===== src/rtl/display_scan.sv =====
// Four-digit multiplexed 7-segment scanner: shadows BCD digits on load, rotates
// one active-low digit enable per DIV clocks, with optional leading-zero blanking.
module display_scan #(
    parameter int DIV = 50000
) (
    input  logic       clk,
    input  logic       rst,
    input  logic [3:0] bcd_th,
    input  logic [3:0] bcd_hun,
    input  logic [3:0] bcd_ten,
    input  logic [3:0] bcd_one,
    input  logic       load,
    input  logic       blank_lz,
    output logic [6:0] seg,
    output logic [3:0] an
);

    localparam int CW = $clog2(DIV);
    localparam logic [CW-1:0] LAST = CW'(DIV - 1);

    logic [3:0]    sh_th;
    logic [3:0]    sh_hun;
    logic [3:0]    sh_ten;
    logic [3:0]    sh_one;
    logic [CW-1:0] div_cnt;
    logic [1:0]    idx;
    logic          tick;
    logic [3:0]    digit;
    logic          blank;
    logic [6:0]    seg_next;
    logic [3:0]    an_next;

    assign tick = (div_cnt == LAST);

    // Active-low abcdefg patterns; anything outside 0..9 renders as a dash.
    function automatic logic [6:0] encode(input logic [3:0] d);
        logic [6:0] s;
        case (d)
            4'd0:    s = 7'h01;
            4'd1:    s = 7'h4F;
            4'd2:    s = 7'h12;
            4'd3:    s = 7'h06;
            4'd4:    s = 7'h4C;
            4'd5:    s = 7'h24;
            4'd6:    s = 7'h20;
            4'd7:    s = 7'h0F;
            4'd8:    s = 7'h00;
            4'd9:    s = 7'h04;
            default: s = 7'h7E;
        endcase
        return s;
    endfunction

    // A slot is blank only when its digit and every more-significant digit are zero.
    always_comb begin
        digit = sh_one;
        blank = 1'b0;
        case (idx)
            2'd0: begin
                digit = sh_one;
                blank = 1'b0;
            end
            2'd1: begin
                digit = sh_ten;
                blank = (sh_th == 4'd0) && (sh_hun == 4'd0) && (sh_ten == 4'd0);
            end
            2'd2: begin
                digit = sh_hun;
                blank = (sh_th == 4'd0) && (sh_hun == 4'd0);
            end
            default: begin
                digit = sh_th;
                blank = (sh_th == 4'd0);
            end
        endcase
        blank    = blank && blank_lz;
        seg_next = blank ? 7'h7F : encode(digit);
        an_next  = blank ? 4'hF : ~(4'b0001 << idx);
    end

    always_ff @(posedge clk) begin
        if (rst) begin
            sh_th   <= 4'd0;
            sh_hun  <= 4'd0;
            sh_ten  <= 4'd0;
            sh_one  <= 4'd0;
            div_cnt <= '0;
            idx     <= 2'd0;
            seg     <= 7'h7F;
            an      <= 4'hF;
        end else begin
            if (load) begin
                sh_th  <= bcd_th;
                sh_hun <= bcd_hun;
                sh_ten <= bcd_ten;
                sh_one <= bcd_one;
            end
            if (tick) begin
                div_cnt <= '0;
                idx     <= idx + 2'd1;
            end else begin
                div_cnt <= div_cnt + CW'(1);
            end
            seg <= seg_next;
            an  <= an_next;
        end
    end

endmodule


===== config.mk =====
export PLATFORM = sky130hd
export DESIGN_NAME = display_scan
export DESIGN_NICKNAME = d
export VERILOG_FILES = /design/src/rtl/display_scan.sv
export SDC_FILE = /design/constraint.sdc
export NUM_CORES = 1
export LEC_CHECK = 0
export CORE_MARGIN = 2
export CORE_UTILIZATION = 53
export DETAILED_ROUTE_END_ITERATION = 8
export PLACE_DENSITY = 0.83
export SETUP_SLACK_MARGIN = 0.3
export SYNTH_ARGS = -nofsm -noshare
export SYNTH_HDL_FRONTEND = slang
export SYNTH_SLANG_ARGS = --single-unit
export TNS_END_PERCENT = 5

===== constraint.sdc =====
create_clock -name clk -period 2.7 [get_ports clk]
set_input_delay 0.27 -clock clk [delete_from_list [all_inputs] [get_ports clk]]
set_output_delay 0.27 -clock clk [all_outputs]
set_load 0.1 [all_outputs]

## Word level (Yosys, flattened, before mapping)

Memories as Yosys holds them, arrays and structs flattened. A register that Yosys moved wholly into a read port is not among the register bits.
Index checks and enable logic that the tools add are counted.

- Register bits: 38
- ROM bits: 112
- Input port bits: 20
- Output and inout bits: 11
- Memories kept: 1

- Add/sub/neg operators: 2
- Eq/ne operators: 3
- Shift-type cells: 1
- Muxes and demuxes: 2
- Bitwise logic cells: 1
- Reductions and logical operators: 9

Memory list:

| name | words | width | rd ports | clocked after Yosys merged registers in | wr ports | line | RTL |
|---|---|---|---|---|---|---|---|
| (no name shown) | 16 | 7 | 1 | 1 | 0 | 38 | `case (d)` |

Operator list:

| kind | number |
|---|---|
| $add A16 B1 Y16 const B | 1 |
| $eq A16 B16 Y1 const B | 1 |
| $logic_not A4 Y1 | 3 |
| $pmux W4 S3 | 1 |
| $not A4 Y4 | 1 |
| $reduce_or A2 Y1 | 2 |
| $shl A1 B2 Y4 const A | 1 |
| $logic_and A1 B1 Y1 | 3 |
| $pmux W1 S3 | 1 |
| $add A2 B1 Y2 const B | 1 |
| $eq A2 B1 Y1 const B | 1 |
| $eq A2 B2 Y1 const B | 1 |
| $logic_not A2 Y1 | 1 |

## Longest topological paths before layout

- Depth after elaboration: 6
- Gate-level depth with buffers: 10

## Worst setup path before layout

No wires, ideal clock.

- Path kind: register to register
- Start: register idx[1]
- End: register seg[3]
- Data arrival time: 2.051 ns
- Data required time: 2.555 ns
- Path slack: 0.505 ns
- Cell stages (with the launch flop): 10
- Period minus slack after synthesis: 2.195 ns
- Cell sequence: dfxtp_1 > ha_1 > clkinv_1 > a21oi_1 > inv_1 > ha_1 > nor2_1 > a32oi_1 > a21oi_1 > o221ai_1

- Cells in the longest elaborated chain, start to end: 4
- Elaborated cells between the ends (all ways): 7
- Those cells by class: eq/ne (2); mux (2); reduce/logical (3)

Ends and longest elaborated chain:

| item | line | RTL |
|---|---|---|
| start, declared | 26 | `logic [1:0] idx;` |
| start signal, assigned | 100 | `idx <= idx + 2'd1;` |
| $eq A2 B2 Y1, or another cell as far along | 58 | `case (idx)` |
| $pmux W1 S3 | 58 |  |
| $logic_and A1 B1 Y1 | 76 | `blank = blank && blank_lz;` |
| $reduce_or A2 Y1 (no source line) | -- |  |
| end, declared | 14 | `output logic [6:0] seg,` |

Several ways; a longest one is shown, not always the timed one.
A chain may end at the register's enable or synchronous reset.

## Worst setup path in the final report

- Start: register idx[0]
- End: register seg[6]

Same word-level chain as after synthesis.

==> metrics.csv <==
metric;value;unit
CP bufs+invs;2;
reg-to-reg startpoint;idx[0];
Sw Share;0.270;
mapped cell area;0.00213;sq mm
Routed Antenna Nets;0;
slowest library cell on the worst path;dfxtp_4;
worst slew pin tran;0.535;ns
Synth Area in Compound Gates;0.123;
core area;0.00394;sq mm
share of cells above drive strength 1;0.171;
Pwr Density;562;mW/mm^2
setup slack, reg-to-reg;0.44;ns
Crit Path Class;flip-flop to flip-flop;
Mapped Cells;223;
Synth area leaders;dfxtp_1 42%, mux2i_1 8.0%, ha_1 7.0%;
Area Growth Syn to Fin;23.9;%
reg2reg end;seg[6];
sequential area share after synthesis;0.423;
placed insts;300;
CP Max Fanout;6;
largest family of logic cells by synthesized area;simple AND/OR/NAND/NOR gates;
Setup TNS;0;ns
count of final max-slew check failures;0;
final setup margin;0.444;ns
NetSw;0.400;mW
WHS Path Cells;1;
input/output buffers;30;
internal power;1.08;mW
Clock Latency Late Sink;0.30;ns
post-synthesis mux area share;0.0798;
CTS tree;built;
Routed Wire Length;4.57;mm
status;complete, no violations;
startpoint types;flip-flop;
initial antenna violation count;0;
setup violators final;0;
Largest stage delay, worst path;0.37;ns
critical path's top delay family;compound AO/OA/AOI/OAI gates;
worst rel slew slack;0.643;
first-pass GRT wire length;7.28;mm
GRT Util Overall;0.215;
critical path cell sequence;inv_1, ha_4, a222oi_1, a21oi_1, buf_4, ha_1, nor2_1, a32oi_1, a21oi_1, o221ai_1;
Worst-path clk slew;0.08;ns
RSZ-0062 raised after global routing;false;
minimum clock period after layout;2.26;ns
DIE AREA;0.00455;sq mm
Ant. Diodes;0;
fmax;0.443;GHz
Vias/cell;5.65;
crit-path most repeated cell;a21oi_1;
DIE HEIGHT;67.4;um
Yosys cell types;40;
Die X;67.4;um
Max Cap Viol;0;
CTS Root Cell;clkbuf_8;
CTS sink cnt;45;
dominant cell type by area after synthesis;dfxtp_1;
row count;23;
first drt pass iteration count;5;
DP Area;0.00246;sq mm
syn_area_per_cell;9.56;sq um
H-Tree Depth;2;
CTS Buf Count;5;
final net count;294;
Final Hold Viols;0;
peak supply drop;0.295;mV
Clock power frac;0.357;
Adder-Cell Fraction of Synth Area;0.0704;
post-detailed-route wirelength per cell;14.6;um
Post-Synth XOR/XNOR Area;0.0616;
worst-case clock buffer depth;2;
DRC Markers;0;
I/O Pins;31;
GRT overflow;0;
Pleak;1.04;nW
synth warn;0;
sequential share of power;0.479;
Worst EP required;2.86;ns
Reg2Reg Depth;10;
Synth Area in Simple Gates;0.196;
FF+latch count, synth;45;
final worst-path cycle share;0.835;
Vias;1767;
Min-Delay Path Class;flip-flop to flip-flop;
Fill cells;317;
largest net degree at the start of global routing;21;
HPWL after detailed placement;3.14;mm
hold_sp;div_cnt[0];
vias in the first global route;1546;
Mapped Nets;255;
Worst Hold End;div_cnt[0];
DRT iter0 DRCs;124;
clk_skew;0.00566;ns
non-filler cells, final;313;
CP Data Arrival Time;2.41;ns
Design Area, Final;0.00264;sq mm
Initial Util;0.541;
Synth top area share;0.423;
pre-CTS setup slack;0.222;ns
Logic pwr share;0.164;
Worst setup EP type;flip-flop;
routability cong.;0.883;
[worst max path at each step]
stage / start / end / cells past startpoint
6_report: idx[0] / seg[6] / 10
5_1_grt: idx[1] / seg[6] / 10
4_1_cts: idx[0] / seg[3] / 9
3_5_place_dp: idx[0] / seg[6] / 10
3_3_place_gp: idx[0] / seg[3] / 10
2_1_floorplan: idx[1] / seg[3] / 9
[flip-flops by register name, summed over array words and instances (netlist names)]
register  cells
div_cnt      16
seg           7
an            4
sh_hun        4
sh_one        4
sh_ten        4
sh_th         4
idx           2
[logic make-up after synthesis]
kind of cell,after synthesis
mux,17
compound gates,34
xor+xnor,15
simple gates,80
flops,45
fa+ha+maj,12
buf+inv,20
[per-layer routing]
| metal | wire (um) | global-route usage |
|---|---|---|
| met1 | 2170 | 0.306 |
| met5 | 0 | 0 |
| met2 | 2090 | 0.308 |
| met4 | 64 | 0.105 |
| met3 | 246 | 0.0417 |
[Yosys cell counts]
| cell type | count |
|---|---|
| a21oi_1 | 8 |
| nor3b_2 | 1 |
| buf_6 | 1 |
| nand3b_1 | 1 |
| a22oi_1 | 1 |
| nor2b_1 | 5 |
| clkbuf_1 | 5 |
| nand4bb_1 | 2 |
| mux2i_1 | 17 |
| nand3_1 | 5 |
| o211ai_1 | 5 |
| nand2_8 | 1 |
| a222oi_1 | 4 |
| a32oi_1 | 1 |
| buf_2 | 1 |
| a211o_1 | 3 |
| xor2_1 | 1 |
| and3_1 | 1 |
| a21o_1 | 2 |
| ha_1 | 12 |
| or3_1 | 1 |
| buf_12 | 1 |
| nor3_1 | 4 |
| nor2_2 | 3 |
| a31oi_1 | 1 |
| nand4_1 | 5 |
| buf_1 | 2 |
| clkinv_1 | 1 |
| a221oi_1 | 1 |
| inv_1 | 9 |
| dfxtp_1 | 45 |
| and3_2 | 1 |
| a21oi_2 | 1 |
| xnor2_1 | 14 |
| a221o_1 | 1 |
| or4_1 | 1 |
| nor4_1 | 7 |
| nor2_1 | 36 |
| o221ai_1 | 6 |
| nand2_1 | 6 |
[power groups by stage]
stage | logic (mW) | clock network, mW | registers, mW
after floorplan | 0.0913 | 0 | 0.802
after global placement | 0.232 | 0 | 0.727
after detailed placement | 0.234 | 0 | 0.727
after CTS | 0.235 | 0.536 | 0.711
after global routing | 0.258 | 0.559 | 0.714
final | 0.243 | 0.530 | 0.711
[placed cells by master (no fill, tap or decap), drive strengths merged, types with 5 or more instances in the layout]
| master | n |
|---|---|
| dfxtp | 45 |
| nor2 | 39 |
| buf | 23 |
| clkdlybuf4s50 | 19 |
| mux2i | 17 |
| xnor2 | 14 |
| ha | 12 |
| inv | 9 |
| a21oi | 9 |
| nor4 | 7 |
| nand2 | 7 |
| o221ai | 6 |
| clkbuf | 6 |
| nor2b | 5 |
| nand4 | 5 |
| o211ai | 5 |
| nand3 | 5 |
[cell type report]
class	instances	area, sq um	share of cell area
Tap cell	50	62.6	0.0237
Inverter	10	37.5	0.0142
Clock inverter	2	37.5	0.0142
Clock buffer	6	82.6	0.0313
Sequential cell	45	906	0.343
Timing Repair Buffer	42	363	0.137
Multi-Input combinational cell	158	1150	0.436
[through the flow]
stage	hold WS [ns]	total power [mW]	util
2_1_floorplan	0.417	0.893	-
3_3_place_gp	0.454	0.959	0.623
3_5_place_dp	0.464	0.961	0.623
4_1_cts	0.481	1.48	0.655
5_1_grt	0.496	1.53	0.670
6_report	0.478	1.48	0.670
[what timing repair did]
item,in CTS,in global routing
pin swaps,0,5
endpoints found under the hold margin,0,0
setup endpoints to repair,2,4
resized for setup,1,8
setup buffers,0,5
hold buffers,0,0
Note: power is estimated with default switching activity, not from simulation.
==> RTL change 1, RTL diff (same settings) <==
The parameter `DIV` goes from 50000 to 12500.
--- a/src/rtl/display_scan.sv
+++ b/src/rtl/display_scan.sv
@@ -2,5 +2,5 @@
 // one active-low digit enable per DIV clocks, with optional leading-zero blanking.
 module display_scan #(
-    parameter int DIV = 50000
+    parameter int DIV = 12500
 ) (
     input  logic       clk,
Behaviour: same outputs for any inputs over 10 cycles, from zero or initial values and one cycle with rst high; that may be too few to reach the edited logic, so the function may still have changed.
==> RTL change 1 against the unedited design <==
  * Sequential cell count down 2
  * Design area shrank 6.2%
  * Worst setup slack lost 0.030 ns
  * Utilization is 0.71 points higher
  * Sequential share of layout area increased by 0.53 points
  * Power down 4.0%
  * Area after synthesis shrank 5.4%
  * Wire length shrank 9.9%
  * Largest power group unchanged
==> RTL change 1: results <==
set metrics [dict create \
    status "finished, final reports clean" \
    dr.pass1.iters 4 \
    grt_pass1_vias 1521 \
    synth-xor-area-share_pct 5.21 \
    vias 1620 \
    synth.distinct_cells 41 \
    dp_slack_ns 0.220 \
    synth_fa_ha_area_share_pct 7.44 \
    grt_pass1_wl_um 7270 \
    synth_mux_area_share_pct 8.44 \
    p_int_mw 1.03 \
    synthTopCellsByArea "dfxtp_1 43%, mux2i_1 8.4%, ha_1 7.4%" \
    reg_top3 "div_cnt: 14 flops, seg: 7 flops" \
    drtIter0Drc 89 \
    slew_headroom_pct 65.3 \
    hpwl_um 2940 \
    grt_max_degree 19 \
    layout-drive-gt1-share_pct 18.0 \
    p_clk_share_pct 35.7 \
    htreeDepth 2 \
    synthCells 209 \
    p_leak_nw 1.01 \
    cts_buffers 5 \
    routed_wl_um 4120 \
    io_buffers 30 \
    clk_latency_ns 0.30 \
    pg_comb_mw 0.234 \
    place_area_um2 2330 \
    yosysWarnings 0 \
    finalWeightedCongestion 0.936 \
    final_cells 292 \
    ant_nets 0 \
    synth_compound_area_share_pct 14.2 \
    reg2regPathDepth 8 \
    min_path_type "flop to flop" \
    syn_nets 241 \
    hold_depth 1 \
    finalPower_mw 1.42 \
    vdd_ir_drop_max_mv 0.331 \
    cp_max_fo 6 \
    fin_nets 275 \
    synth_common_cells "43 x dfxtp_1, 34 x nor2_1, 17 x mux2i_1" \
    skew_ns 0.00534 \
    diodes 0 \
    holdWs_ns 0.475 \
    fin_ws_ns 0.414 \
    ys_seq_area_share_pct 42.7 \
    clk_pin_slew_ns 0.09 \
    async_flop_share_pct 0 \
    arrival_ns 2.45 \
    grt_usage_pct 22.2 \
]
==> RTL change 1: cell count changes after synthesis, moves of 3 or more <==
cell and delta:
xor2_1 +4, a211o_2 +3, nor2_2 -3, xnor2_1 -7, a211o_1 -3
==> RTL change 1: logic make-up after synthesis <==
logic type                 after synthesis
AOI/OAI and AO/OA                       36
xor gates and xnor gates                12
adders and majority gates               12
buffers and inverters                   18
DFF                                     43
muxes                                   17
and+or+nand+nor                         71
==> RTL change 1: worst max-delay path, cell delays in order (launching register included) <==
cell,delay [ns]
dfxtp_2,0.36
inv_1,0.09
ha_2,0.23
a222oi_1,0.51
a21oi_4,0.14
ha_1,0.31
a211o_2,0.26
a21oi_1,0.13
o221ai_1,0.11
==> RTL change 1: layout make-up <==
type                    count  area, um2
flip-flops and latches     43        863
repair buffers             36        318
inverters                   9       33.8
clock inverters             3       43.8
well taps                  48       60.1
fillers                   302       1180
multi-input cells         148       1090
clock buffers               5       68.8
==> RTL change 1: final timing paths <==
kind	startpoint	to
worst max-delay path	idx[0]	seg[3]
worst min-delay path	div_cnt[0]	div_cnt[0]
worst max register to register	idx[0]	seg[3]
worst min register to register	div_cnt[0]	div_cnt[0]
==> RTL change 1: timing repair <==
item / 4_1_cts / 5_1_grt
hold buffers: 0 / 0
buffers inserted: 0 / 1
resized for setup: 2 / 9
setup endpoints to repair: 2 / 4
pin swaps: 1 / 5
cloned: 0 / 0
==> RTL change 1: routing by layer <==
metal,wire length [um],GRT usage (%),vias up
met4,96,10.9,0
li1,-,-,823
met1,2020,30.9,755
met2,1840,32.7,34
met3,163,4.45,8
met5,0,0,-
==> RTL change 2, RTL diff (config.mk and constraints unchanged) <==
Without the edit above. Add an input register stage for `bcd_th`, `bcd_hun`, `bcd_ten`, `bcd_one`, `load` and `blank_lz`, without a reset; this delays them by one clock.
--- a/src/rtl/display_scan.sv
+++ b/src/rtl/display_scan.sv
@@ -18,4 +18,20 @@
     localparam int CW = $clog2(DIV);
     localparam logic [CW-1:0] LAST = CW'(DIV - 1);
+
+    logic [3:0] bcd_th_q;
+    logic [3:0] bcd_hun_q;
+    logic [3:0] bcd_ten_q;
+    logic [3:0] bcd_one_q;
+    logic load_q;
+    logic blank_lz_q;
+
+    always_ff @(posedge clk) begin
+        bcd_th_q   <= bcd_th;
+        bcd_hun_q  <= bcd_hun;
+        bcd_ten_q  <= bcd_ten;
+        bcd_one_q  <= bcd_one;
+        load_q     <= load;
+        blank_lz_q <= blank_lz;
+    end
 
     logic [3:0]    sh_th;
@@ -74,5 +90,5 @@
             end
         endcase
-        blank    = blank && blank_lz;
+        blank    = blank && blank_lz_q;
         seg_next = blank ? 7'h7F : encode(digit);
         an_next  = blank ? 4'hF : ~(4'b0001 << idx);
@@ -90,9 +106,9 @@
             an      <= 4'hF;
         end else begin
-            if (load) begin
-                sh_th  <= bcd_th;
-                sh_hun <= bcd_hun;
-                sh_ten <= bcd_ten;
-                sh_one <= bcd_one;
+            if (load_q) begin
+                sh_th  <= bcd_th_q;
+                sh_hun <= bcd_hun_q;
+                sh_ten <= bcd_ten_q;
+                sh_one <= bcd_one_q;
             end
             if (tick) begin
Check against the original RTL: not equivalent (a bounded check fails within 4 cycles, from zero or initial values and one cycle with rst high).
==> RTL change 2 against the unedited design <==
  * Power grew 32%
  * Area after synthesis increased by 9.2%
  * Sequential cell count increased by 18
  * Highest routed layer unchanged
  * Design area rose by 7.2%
  * Worst setup slack gained 0.093 ns
  * Wire length fell by 12%
  * Hold slack got worse by 0.11 ns
  * Clock power rose by 39%
==> RTL change 2: results <==
set metrics [dict create \
    grt_usage_pct 18.1 \
    report.final.slew_viol_count 0 \
    ctsResizeCount 0 \
    final_cells 317 \
    worst_pin_slew_ns 0.911 \
    crit_buf_inv 3 \
    drtIter0Drc 80 \
    nFillCells 335 \
    synth_common_cells "63 x dfxtp_1, 40 x nor2_1, 20 x mux2i_1" \
    layout-drive-gt1-share_pct 11.7 \
    vias 1602 \
    dp.cells 302 \
    cp_slowest_stage_delay_ns 0.39 \
    clk_latency_ns 0.34 \
    grt_pass1_vias 1568 \
    arrival_ns 2.39 \
    p_leak_nw 1.20 \
    htreeDepth 3 \
    fin_nets 293 \
    cts_buffers 9 \
    hpwl_um 2760 \
    status "finished, final reports clean" \
    dp_slack_ns 0.573 \
    syn_nets 257 \
    synthCells 225 \
    synth.distinct_cells 31 \
    dr.pass1.iters 4 \
    ys_seq_area_share_pct 54.2 \
    cp_max_fo 5 \
    skew_ns 0.00387 \
    min_path_type "input port to flop" \
    place_area_um2 2650 \
    grt_pass1_wl_um 6890 \
    synthTopCellsByArea "dfxtp_1 54%, mux2i_1 8.6%, ha_1 6.4%" \
    vdd_ir_drop_max_mv 0.356 \
    wire_per_inst_um 12.7 \
    clk_pin_slew_ns 0.06 \
]
-- RTL change 2: path summary, 6_finish.rpt --
| check | startpoint | endpoint | slack, ns |
|---|---|---|---|
| max | idx[0] | seg[2] | 0.54 |
| min | bcd_th[2] | bcd_th_q[2] | 0.37 |
| max reg2reg | idx[0] | seg[2] | 0.54 |
| min reg2reg | div_cnt[0] | div_cnt[0] | 0.47 |
-- RTL change 2: kinds of logic after synthesis --
kind of cell,share of synthesized area [%]
multiplexers,9.67
AND/OR/NAND/NOR,14.6
flip-flops,54.2
XOR/XNOR,5.64
buffers and inverters,3.12
AO/OA/AOI/OAI,6.34
adder cells (fa/ha/maj),6.45
-- RTL change 2: power by group --
part           internal [mW]  switching (mW)
Sequential             0.974          0.0274
Combinational         0.0796           0.135
Clock                  0.399           0.340
-- RTL change 2: metal layers --
| layer | up-vias | GRT usage, % | share of wire [%] |
|---|---|---|---|
| met5 | - | 0 | 0 |
| met4 | 0 | 12.0 | 2.3 |
| met3 | 11 | 5.48 | 4.5 |
| met2 | 36 | 26.5 | 45 |
| li1 | 828 | - | - |
| met1 | 727 | 22.8 | 48 |
-- RTL change 2: cell type report --
type	count	area (um2)	share of cell area [%]
clock buffers	12	165	5.83
repair buffers	32	288	10.2
multi-input cells	144	995	35.1
clock inverters	3	17.5	0.618
inverters	11	41.3	1.46
well taps	52	65.1	2.30
flip-flops and latches	63	1260	44.5
